**src/rtl/hvac_actuator_ctrl.sv**
```systemverilog
// Heat/cool actuator sequencer with minimum on/off timing and conflict flag.
// Define FAN_OVERRUN_EN to keep the blower running into the rest phase.
module hvac_actuator_ctrl #(
    parameter int MIN_ON_CYC   = 8,
    parameter int MIN_OFF_CYC  = 8,
    parameter int FAN_POST_CYC = 4
) (
    input  logic clk,
    input  logic reset,
    input  logic heat,
    input  logic cool,
    output logic heater_en,
    output logic comp_en,
    output logic fan_en,
    output logic busy,
    output logic conflict
);

    if (MIN_ON_CYC < 1 || MIN_ON_CYC > 255 ||
        MIN_OFF_CYC < 1 || MIN_OFF_CYC > 255 ||
        FAN_POST_CYC < 1 || FAN_POST_CYC > 255) begin : g_bad_param
        $error("hvac_actuator_ctrl: parameter out of range 1..255");
    end

    typedef enum logic [1:0] {
        IDLE,
        HEAT,
        COOL,
        REST
    } state_t;

    localparam logic [7:0] ON_LAST  = 8'(MIN_ON_CYC - 1);
    localparam logic [7:0] OFF_LAST = 8'(MIN_OFF_CYC - 1);

    state_t     state;
    state_t     state_nx;
    logic [7:0] on_cnt;
    logic [7:0] on_nx;
    logic [7:0] off_cnt;
    logic [7:0] off_nx;
    logic       heat_req;
    logic       cool_req;
    logic       fan_d;

    // Both requests at once count as no request at all.
    assign heat_req = heat & ~cool;
    assign cool_req = cool & ~heat;

    always_comb begin
        state_nx = state;
        on_nx    = on_cnt;
        off_nx   = off_cnt;
        unique case (state)
            IDLE: begin
                on_nx  = '0;
                off_nx = '0;
                if (heat_req) begin
                    state_nx = HEAT;
                end else if (cool_req) begin
                    state_nx = COOL;
                end
            end
            HEAT: begin
                if (on_cnt != ON_LAST) begin
                    on_nx = on_cnt + 8'd1;
                end
                if (!heat_req && on_cnt == ON_LAST) begin
                    state_nx = REST;
                    on_nx    = '0;
                    off_nx   = '0;
                end
            end
            COOL: begin
                if (on_cnt != ON_LAST) begin
                    on_nx = on_cnt + 8'd1;
                end
                if (!cool_req && on_cnt == ON_LAST) begin
                    state_nx = REST;
                    on_nx    = '0;
                    off_nx   = '0;
                end
            end
            REST: begin
                on_nx  = '0;
                off_nx = off_cnt + 8'd1;
                if (off_cnt == OFF_LAST) begin
                    state_nx = IDLE;
                    off_nx   = '0;
                end
            end
            default: begin
                state_nx = IDLE;
            end
        endcase
    end

`ifdef FAN_OVERRUN_EN
    localparam logic [7:0] FAN_LAST = 8'(FAN_POST_CYC);

    logic [7:0] fan_cnt;
    logic [7:0] fan_nx;

    // Rest phase is only MIN_OFF_CYC long, so the overrun is clipped there.
    always_comb begin
        fan_nx = '0;
        if (state_nx == REST && state == REST) begin
            fan_nx = (fan_cnt == FAN_LAST) ? fan_cnt
                                           : fan_cnt + 8'd1;
        end
        fan_d = (state_nx == HEAT) || (state_nx == COOL) ||
                (state_nx == REST && fan_nx < FAN_LAST);
    end

    always_ff @(posedge clk or negedge reset) begin
        if (!reset) begin
            fan_cnt <= '0;
        end else begin
            fan_cnt <= fan_nx;
        end
    end
`else
    always_comb begin
        fan_d = (state_nx == HEAT) || (state_nx == COOL);
    end
`endif

    always_ff @(posedge clk or negedge reset) begin
        if (!reset) begin
            state     <= IDLE;
            on_cnt    <= '0;
            off_cnt   <= '0;
            heater_en <= 1'b0;
            comp_en   <= 1'b0;
            fan_en    <= 1'b0;
            busy      <= 1'b0;
            conflict  <= 1'b0;
        end else begin
            state     <= state_nx;
            on_cnt    <= on_nx;
            off_cnt   <= off_nx;
            heater_en <= (state_nx == HEAT);
            comp_en   <= (state_nx == COOL);
            fan_en    <= fan_d;
            busy      <= (state_nx != IDLE);
            conflict  <= conflict | (heat & cool);
        end
    end

endmodule

```
**config.mk**
```make
export PLATFORM = sky130hd
export DESIGN_NAME = hvac_actuator_ctrl
export DESIGN_NICKNAME = d
export VERILOG_FILES = /design/src/rtl/hvac_actuator_ctrl.sv
export SDC_FILE = /design/constraint.sdc
export NUM_CORES = 1
export LEC_CHECK = 0
export CORE_MARGIN = 3
export CORE_UTILIZATION = 56
export DETAILED_ROUTE_END_ITERATION = 10
export PLACE_DENSITY_LB_ADDON = 0.12
export SYNTH_ARGS = -nofsm -noshare
export SYNTH_HDL_FRONTEND = slang
export SYNTH_SLANG_ARGS = --single-unit
```
**constraint.sdc**
```tcl
create_clock -name clk -period 2 [get_ports clk]
set_input_delay 0.4 -clock clk [delete_from_list [all_inputs] [get_ports clk]]
set_output_delay 0.4 -clock clk [all_outputs]
set_load 0.02 [all_outputs]
```
# == Yosys cells after proc, flatten, opt, wreduce, memory -nomap -nowiden ==
# Cells that the tools add are included.
# word_totals
regBits,23
output_inout_bits,5
elab_cells,49
# classes
add_sub_neg,2
eq_ne,10
muxes,14
bitwise,6
n_reduce_logical,9
# op_table
operator,n
$mux W8,6
$pmux W8 S4,1
$pmux W8 S3,1
$add A8 B1 Y8 const B,2
$eq A8 B3 Y1 const B,2
$mux W2,5
$ne A8 B3 Y1 const B,1
$pmux W2 S4,1
$eq A2 B2 Y1 const B,3
$eq A2 B1 Y1 const B,2
$ne A2 B2 Y1 const B,2
$and A1 B1 Y1,3
$logic_and A1 B1 Y1,2
$logic_not A1 Y1,2
$logic_not A2 Y1,1
$not A1 Y1,2
$reduce_and A2 Y1,1
$reduce_bool A2 Y1,1
$reduce_or A2 Y1,1
$logic_or A1 B1 Y1,1
$or A1 B1 Y1,1

# == Depth between registers and ports, before layout ==
# Gate-level depths: netlist of run 1.
# logic_depth
ltp_word,8
ltp_mapped,7

# == Worst setup path after synthesis of run 1 ==
# OpenSTA, ideal clock, no wires.
# synth_timing
path_type,reg2reg
startpoint,register off_cnt[3]
endpoint,register fan_en
setup_time_ps,126
arrival_time_ps,1676
required_ps,1874
slack_ps,198
stages_incl_launch_ff,6
n_path_buf,0
synth_period_minus_slack_ps,1802
cell_sequence,dfrtp_1 or4_4 o31ai_1 o211ai_1 o21ai_0 ha_1
# synth_via
elab_chain_len,5
# synth_lines
item,line,text
from (decl),39,logic [7:0] off_cnt;
from (signal assigned),140,off_cnt <= off_nx;
$eq A8 B3 Y1 *,86,if (off_cnt == OFF_LAST) begin
$mux W2 *,86,
$pmux W2 S4 *,53,unique case (state)
$eq A2 B1 Y1 / $eq A2 B2 Y1 (equally long branches),123,fan_d = (state_nx == HEAT) || (state_nx == COOL);
$logic_or A1 B1 Y1 *,123,
via fan_d,43,logic fan_d;
to (signal assigned),143,fan_en <= fan_d;
to (decl),14,"output logic fan_en,"
# Mark *: on every way through the listed nets, which the timed path passes. The rest lies on a longest branch.
# A chain may end at the register's enable or synchronous reset.

# == Final worst setup path of run 1 ==
# layout_timing
startpoint,register on_cnt[4]
endpoint,register fan_en
# layout_via
elab_chain_len,6
# layout_lines
item,line,text
from (decl),37,logic [7:0] on_cnt;
from (signal assigned),139,on_cnt <= on_nx;
$eq A8 B3 Y1 *,"67, 77",
"$logic_and A1 B1 Y1, on equally long branches","77, 67",
"$mux W2, on equally long branches","77, 67",
$pmux W2 S4 *,53,
$eq A2 B1 Y1 / $eq A2 B2 Y1 (equally long branches),123,
$logic_or A1 B1 Y1 *,123,
via fan_d,43,
# Marked as above.

==> results of run 1 <==
==> registers in the layout, summed over array words and instances (netlist names) <==
register   count
off_cnt        8
heater_en      1
fan_en         1
busy           1
conflict       1
on_cnt         8
comp_en        1
state          2
==> cells in the final DEF, fill, tap and decap left out, types with 3 or more instances in the layout <==
cell             synthesis  routed
dfrtp_1                 23      23
nor2_1                   8       8
clkdlybuf4s50_1          0       8
nand2_1                  7       7
buf_4                    0       7
nand3_1                  5       5
xor2_1                   5       5
ha_1                     5       5
nor3_1                   4       4
xnor2_1                  4       4
nor2b_1                  3       3
or2b_2                   3       3
o21ai_0                  3       3
a21o_1                   3       3
a22o_1                   3       3
clkbuf_4                 0       3
==> path summary, 6_finish.rpt <==
kind                                          start                endpoint  slack (ns)  depth (start not counted)
min in group clk                 conflict$_DFF_PN0_      conflict$_DFF_PN0_        0.47                          1
worst max-delay path            on_cnt[4]$_DFF_PN0_        fan_en$_DFF_PN0_        0.07                          5
worst max register to register  on_cnt[4]$_DFF_PN0_        fan_en$_DFF_PN0_        0.07                          5
worst min-delay path                          reset  off_cnt[5]$_DFFE_PN0P_        0.43                          2
max in group asynchronous                     reset      conflict$_DFF_PN0_        1.34                          2
worst min register to register   conflict$_DFF_PN0_      conflict$_DFF_PN0_        0.47                          1
==> cell usage after synthesis <==
cell	count	share of area (%)
or4_4	1	0.96
nor4_2	1	1.1
o211ai_1	1	0.64
a211o_1	2	1.5
a32o_1	1	0.85
o221a_2	1	0.96
or3_1	1	0.53
dfrtp_1	23	49
nand2_1	7	2.2
and3_1	1	0.53
or2b_2	3	2.2
and2_2	1	0.64
inv_1	2	0.64
clkbuf_2	1	0.43
nand2b_1	1	0.53
nand4_1	2	1.1
o21a_1	2	1.3
mux2i_1	2	1.7
a21o_1	3	1.9
a22o_1	3	2.2
nor2_1	8	2.6
o31ai_1	1	0.64
o31ai_4	1	1.8
and4_1	1	0.74
nor3_1	4	1.7
and3_2	1	0.64
a21oi_1	3	1.3
ha_1	5	5.3
o32ai_1	1	0.74
o21ai_0	3	1.3
o22a_1	1	0.74
xor2_1	5	3.7
nor2b_1	3	1.6
o221ai_2	1	1.3
xnor2_1	4	3.0
nand3_1	5	2.1
==> cell type report <==
type                       count  area (µm²)
tap                           25        31.3
inverter                       2        7.51
fill                         126         492
sequential                    23         576
clock inverter                 1        5.00
timing repair buffer          15         133
multi-input combinational     80         592
clock buffer                   3        22.5
==> power groups by stage <==
stage | Sequential (µW) | Combinational, µW | Clock [µW]
3_5_place_dp | 695 | 647 | 0
5_1_grt | 707 | 717 | 239
6_report | 688 | 655 | 210
3_3_place_gp | 687 | 623 | 0
2_1_floorplan | 695 | 428 | 0
4_1_cts | 686 | 651 | 220
==> through the flow <==
stage / worst slack (ns) / TNS, ns / std cells / util (%)
after detailed placement: -0.00684 / -0.00684 / 145 / 71.9
after CTS: 0.0928 / 0 / 149 / 73.3
after global routing: -0.0122 / -0.0122 / 149 / 73.5
final: 0.0732 / 0 / 149 / 73.5
after global placement: 0.0455 / 0 / 145 / 71.9
after floorplan: 0.198 / 0 / 106 / -
==> what timing repair did <==
action / 4_1_cts / 5_1_grt
setup buffers: 0 / 0
resized for setup: 0 / 1
endpoints found under the setup margin: 0 / 1
==> layer usage <==
metal,vias to the layer above,GRT usage (%)
met4,0,3.06
met5,-,0
met1,427,25.0
met2,18,29.9
li1,425,-
met3,2,6.30
==> cell families (layout without fill, tap and decap cells) <==
| logic type | count (synthesis) | after routing |
|---|---|---|
| flops | 23 | 23 |
| mux | 2 | 2 |
| simple gates | 40 | 40 |
| fa+ha+maj | 5 | 5 |
| compound gates | 24 | 24 |
| xor+xnor | 9 | 9 |
| buf+inv | 3 | 21 |
==> results.json, run 1 <==
{
  "crit_path_end_kind": "flop",
  "wl_met1_um": 1040,
  "worstHoldPathType": "in2async",
  "worst-path-buf-inv": 0,
  "vias": 872,
  "drt_first_pass_iters": 4,
  "coreArea_um2": 1860,
  "ys_warn_count": 0,
  "synthSimpleGateAreaFrac_pct": 19.1,
  "drc": 0,
  "clockRootBuffer": "clkbuf_4",
  "drv_cap": 0,
  "routed_wl_um": 2110,
  "crit_required_ns": 2.20,
  "rows": 15,
  "cts_hold_buf": 0,
  "grt_usage_pct": 18.7,
  "irDropWorstVdd_uv": 749,
  "antenna_cells": 0,
  "period_share_pct": 96.3,
  "internal-power_uw": 972,
  "cts-htree-levels": 1,
  "grt_pass1_wl_um": 3780,
  "clk_pin_slew_ns": 0.12,
  "grt_pass1_vias": 839,
  "drt-initial-drc-count": 15,
  "yosysSeqAreaShare_pct": 48.9,
  "timing.hold.ws_ns": 0.431,
  "synthAdderAreaFrac_pct": 5.32,
  "fin_area_um2": 1370,
  "cts_tree": "built",
  "period_minus_slack_ns": 1.93,
  "synth_fp_nets": 115,
  "fin_nets": 134,
  "cellPowerDensity_nw_per_um2": 1140,
  "wl_met2_um": 972,
  "setup_viol": 0,
  "sw_frac_of_total_pct": 37.4,
  "start_kind": "flop",
  "postPlaceCellArea_um2": 1340,
  "synth.avg_cell_area_um2": 11.1,
  "yosys_register_bits": 23,
  "clockBufferDepth": 2,
  "worst_pin_slew_ns": 0.459,
  "port_buffers": 8,
  "max_stage_delay_ns": 0.48,
  "synth_top_family_by_area": "simple AND/OR/NAND/NOR gates",
  "met3_wirelength_um": 86,
  "antenna_found_initial": 0,
  "fin_skew_ns": 0.00414,
  "area_growth_syn_to_layout_pct": 16.2,
  "slew_viol_final": 0,
  "overflow": 0,
  "clkPwrFrac_pct": 13.5,
  "cts_buffers": 3,
  "ios": 9,
  "grt_max_degree": 24,
  "crit_chain": "nor4_2, nand3_1, o32ai_1, a21oi_2, ha_1",
  "status": "complete, no violations",
  "topRoutingLayerUsed": "met4",
  "yosysUniqueCellTypes": 36,
  "die_w_um": 51.8,
  "syn_area_um2": 1180,
  "cts_sinks": 23,
  "syn_inst": 106,
  "place_hpwl_um": 1570,
  "fmaxAchievable_ghz": 0.519,
  "synth-xor-area-share_pct": 6.70,
  "route.detailed.wl_per_inst_um": 14.2,
  "postRouteAntennaNets": 0,
  "hold_viol_final": 0,
  "cpMaxStageDelayCell": "o32ai_1",
  "die_area_um2": 2690,
  "crit_family": "compound AO/OA/AOI/OAI gates",
  "layout-drive-gt1-share_pct": 17.7,
  "cp_max_fo": 5,
  "start_util_pct": 63.3,
  "synth_mux_area_share_pct": 1.70,
  "power_uw": 1550,
  "crit_arrival_ns": 2.13,
  "gp_congestion": 0.779,
  "p_switching_uw": 580,
  "p_seq_share_pct": 44.3,
  "slew_headroom_pct": 69.3,
  "p_comb_share_pct": 42.2,
  "die_y_um": 51.8,
  "leakage_uw": 0.000619,
  "synth_compound_area_share_pct": 17.1,
  "clk_latency_ns": 0.31,
  "crit_type": "reg2reg",
  "routed_via_density": 5.85
}
No activity file was read; power rests on OpenSTA's default activity.
==> run 2, diff against run 1 <==
Settings changed: RECOVER_POWER set to 50.
==> results.json, run 2 (same netlist as run 1, synthesis figures left out) <==
{
  "status": "complete, no violations",
  "met3_wirelength_um": 91,
  "worstHoldPathType": "reg2reg",
  "antenna_found_initial": 0,
  "sw_frac_of_total_pct": 37.6,
  "overflow": 0,
  "port_buffers": 8,
  "crit_end": "fan_en$_DFF_PN0_",
  "die_area_um2": 2690,
  "p_switching_uw": 579,
  "grt_pass1_vias": 839,
  "period_minus_slack_ns": 1.92,
  "place_hpwl_um": 1570,
  "clkPwrFrac_pct": 13.6,
  "crit_required_ns": 2.21,
  "period_share_pct": 95.9,
  "cts_setup_buffers": 0,
  "fmaxAchievable_ghz": 0.521,
  "area_growth_syn_to_layout_pct": 15.2,
  "final_cell_count_no_fill": 149,
  "fin_skew_ns": 0.00410,
  "p_comb_share_pct": 41.7,
  "leakage_uw": 0.000608,
  "drv_cap": 0,
  "wl_met2_um": 969,
  "hold_viol_final": 0,
  "crit_arrival_ns": 2.12,
  "internal-power_uw": 960,
  "fin_setup_tns_ns": 0,
  "topRoutingLayerUsed": "met4",
  "top_regs": "off_cnt: 8 flops, on_cnt: 8 flops, state: 2 flops",
  "p_seq_share_pct": 44.7,
  "drt-initial-drc-count": 21,
  "coreArea_um2": 1860,
  "die_w_um": 51.8,
  "ios": 9,
  "cts_buffers": 3,
  "drc": 0,
  "slew_headroom_pct": 17.3,
  "reg2reg_depth": 5,
  "cts_sinks": 23,
  "wl_met1_um": 1040,
  "rr_startpoint": "on_cnt[4]$_DFF_PN0_",
  "r2r_slack_ns": 0.08,
  "worst_pin_slew_ns": 1.24,
  "cts_hold_buf": 0,
  "start_util_pct": 63.3,
  "fin_nets": 134,
  "cts_tree": "built",
  "slew_viol_final": 0,
  "worstReg2RegEnd": "fan_en$_DFF_PN0_",
  "final_cell_mix": "dfrtp_1 (23), nor2_1 (8), nand2_1 (7), clkdlybuf4s50_1 (7)",
  "clockBufferDepth": 2,
  "setup_viol": 0,
  "crit_path_end_kind": "flop",
  "grt_usage_pct": 18.7,
  "routed_via_density": 5.80,
  "route.detailed.wl_per_inst_um": 14.2,
  "clockRootBuffer": "clkbuf_4",
  "die_y_um": 51.8,
  "fin_area_um2": 1360,
  "antenna_cells": 0,
  "vias": 864,
  "cellPowerDensity_nw_per_um2": 1140,
  "cts-htree-levels": 1,
  "clk_latency_ns": 0.31,
  "routed_wl_um": 2110,
  "gp_congestion": 0.779,
  "layout-drive-gt1-share_pct": 15.3,
  "start_kind": "flop",
  "cts_resized": 0,
  "clk_pin_slew_ns": 0.12,
  "grt_max_degree": 24,
  "cp-startpoint": "on_cnt[4]$_DFF_PN0_",
  "crit_type": "reg2reg",
  "irDropWorstVdd_uv": 749,
  "cp_max_fo": 5,
  "post-place-cells": 145,
  "postPlaceCellArea_um2": 1340,
  "grt_pass1_wl_um": 3780,
  "multi_input_area_um2": 592,
  "postRouteAntennaNets": 0,
  "register_area_um2": 576,
  "drt_first_pass_iters": 4,
  "fillers": 128,
  "mostFrequentLayoutCell": "dfrtp_1",
  "rows": 15
}
==> run 2: critical path, stage by stage, from the launching register on <==
cell and delay, ns:
dfrtp_1 0.46, nor4_2 0.33, nand3_1 0.17, o32ai_1 0.48, a21oi_2 0.09, ha_1 0.28
==> run 2: cell type report <==
| class | instances | share of cell area [%] |
|---|---|---|
| multi-input combinational | 80 | 43.7 |
| sequential | 23 | 42.5 |
| timing repair buffer | 15 | 8.96 |
| tap | 25 | 2.31 |
| clock buffer | 3 | 1.66 |
| inverter | 2 | 0.554 |
| clock inverter | 1 | 0.369 |
==> run 2: power groups by stage <==
stage | combinational (µW) | sequential, µW | clock (µW)
floorplan | 428 | 695 | 0
global placement | 623 | 687 | 0
detailed placement | 647 | 695 | 0
CTS | 651 | 686 | 220
global route | 705 | 707 | 239
finish | 641 | 688 | 210
==> run 2: how the worst min path moves through the flow <==
stage                              to  cells past startpoint          startpoint  slack [ns]
3_5_place_dp       conflict$_DFF_PN0_                      1  conflict$_DFF_PN0_        0.45
5_1_grt            conflict$_DFF_PN0_                      1  conflict$_DFF_PN0_        0.50
2_1_floorplan          busy$_DFF_PN0_                      0               reset        0.10
4_1_cts        off_cnt[5]$_DFFE_PN0P_                      2               reset        0.43
3_3_place_gp       conflict$_DFF_PN0_                      1  conflict$_DFF_PN0_        0.44
6_report           conflict$_DFF_PN0_                      1  conflict$_DFF_PN0_        0.47
==> run 2: routing by layer <==
layer	track usage [%]	vias up
met5	0	-
met4	3.06	0
met3	6.30	2
met2	29.9	20
met1	25.0	417
li1	-	425
==> run 2: stage by stage <==
stage / utilization (%) / power, µW / worst slack (ns) / hold WS (ns)
floorplan: - / 1120 / 0.198 / 0.104
global placement: 71.9 / 1310 / 0.0455 / 0.445
detailed placement: 71.9 / 1340 / -0.00684 / 0.448
CTS: 73.3 / 1560 / 0.0928 / 0.428
global route: 72.9 / 1650 / -0.0122 / 0.500
finish: 72.9 / 1540 / 0.0812 / 0.474
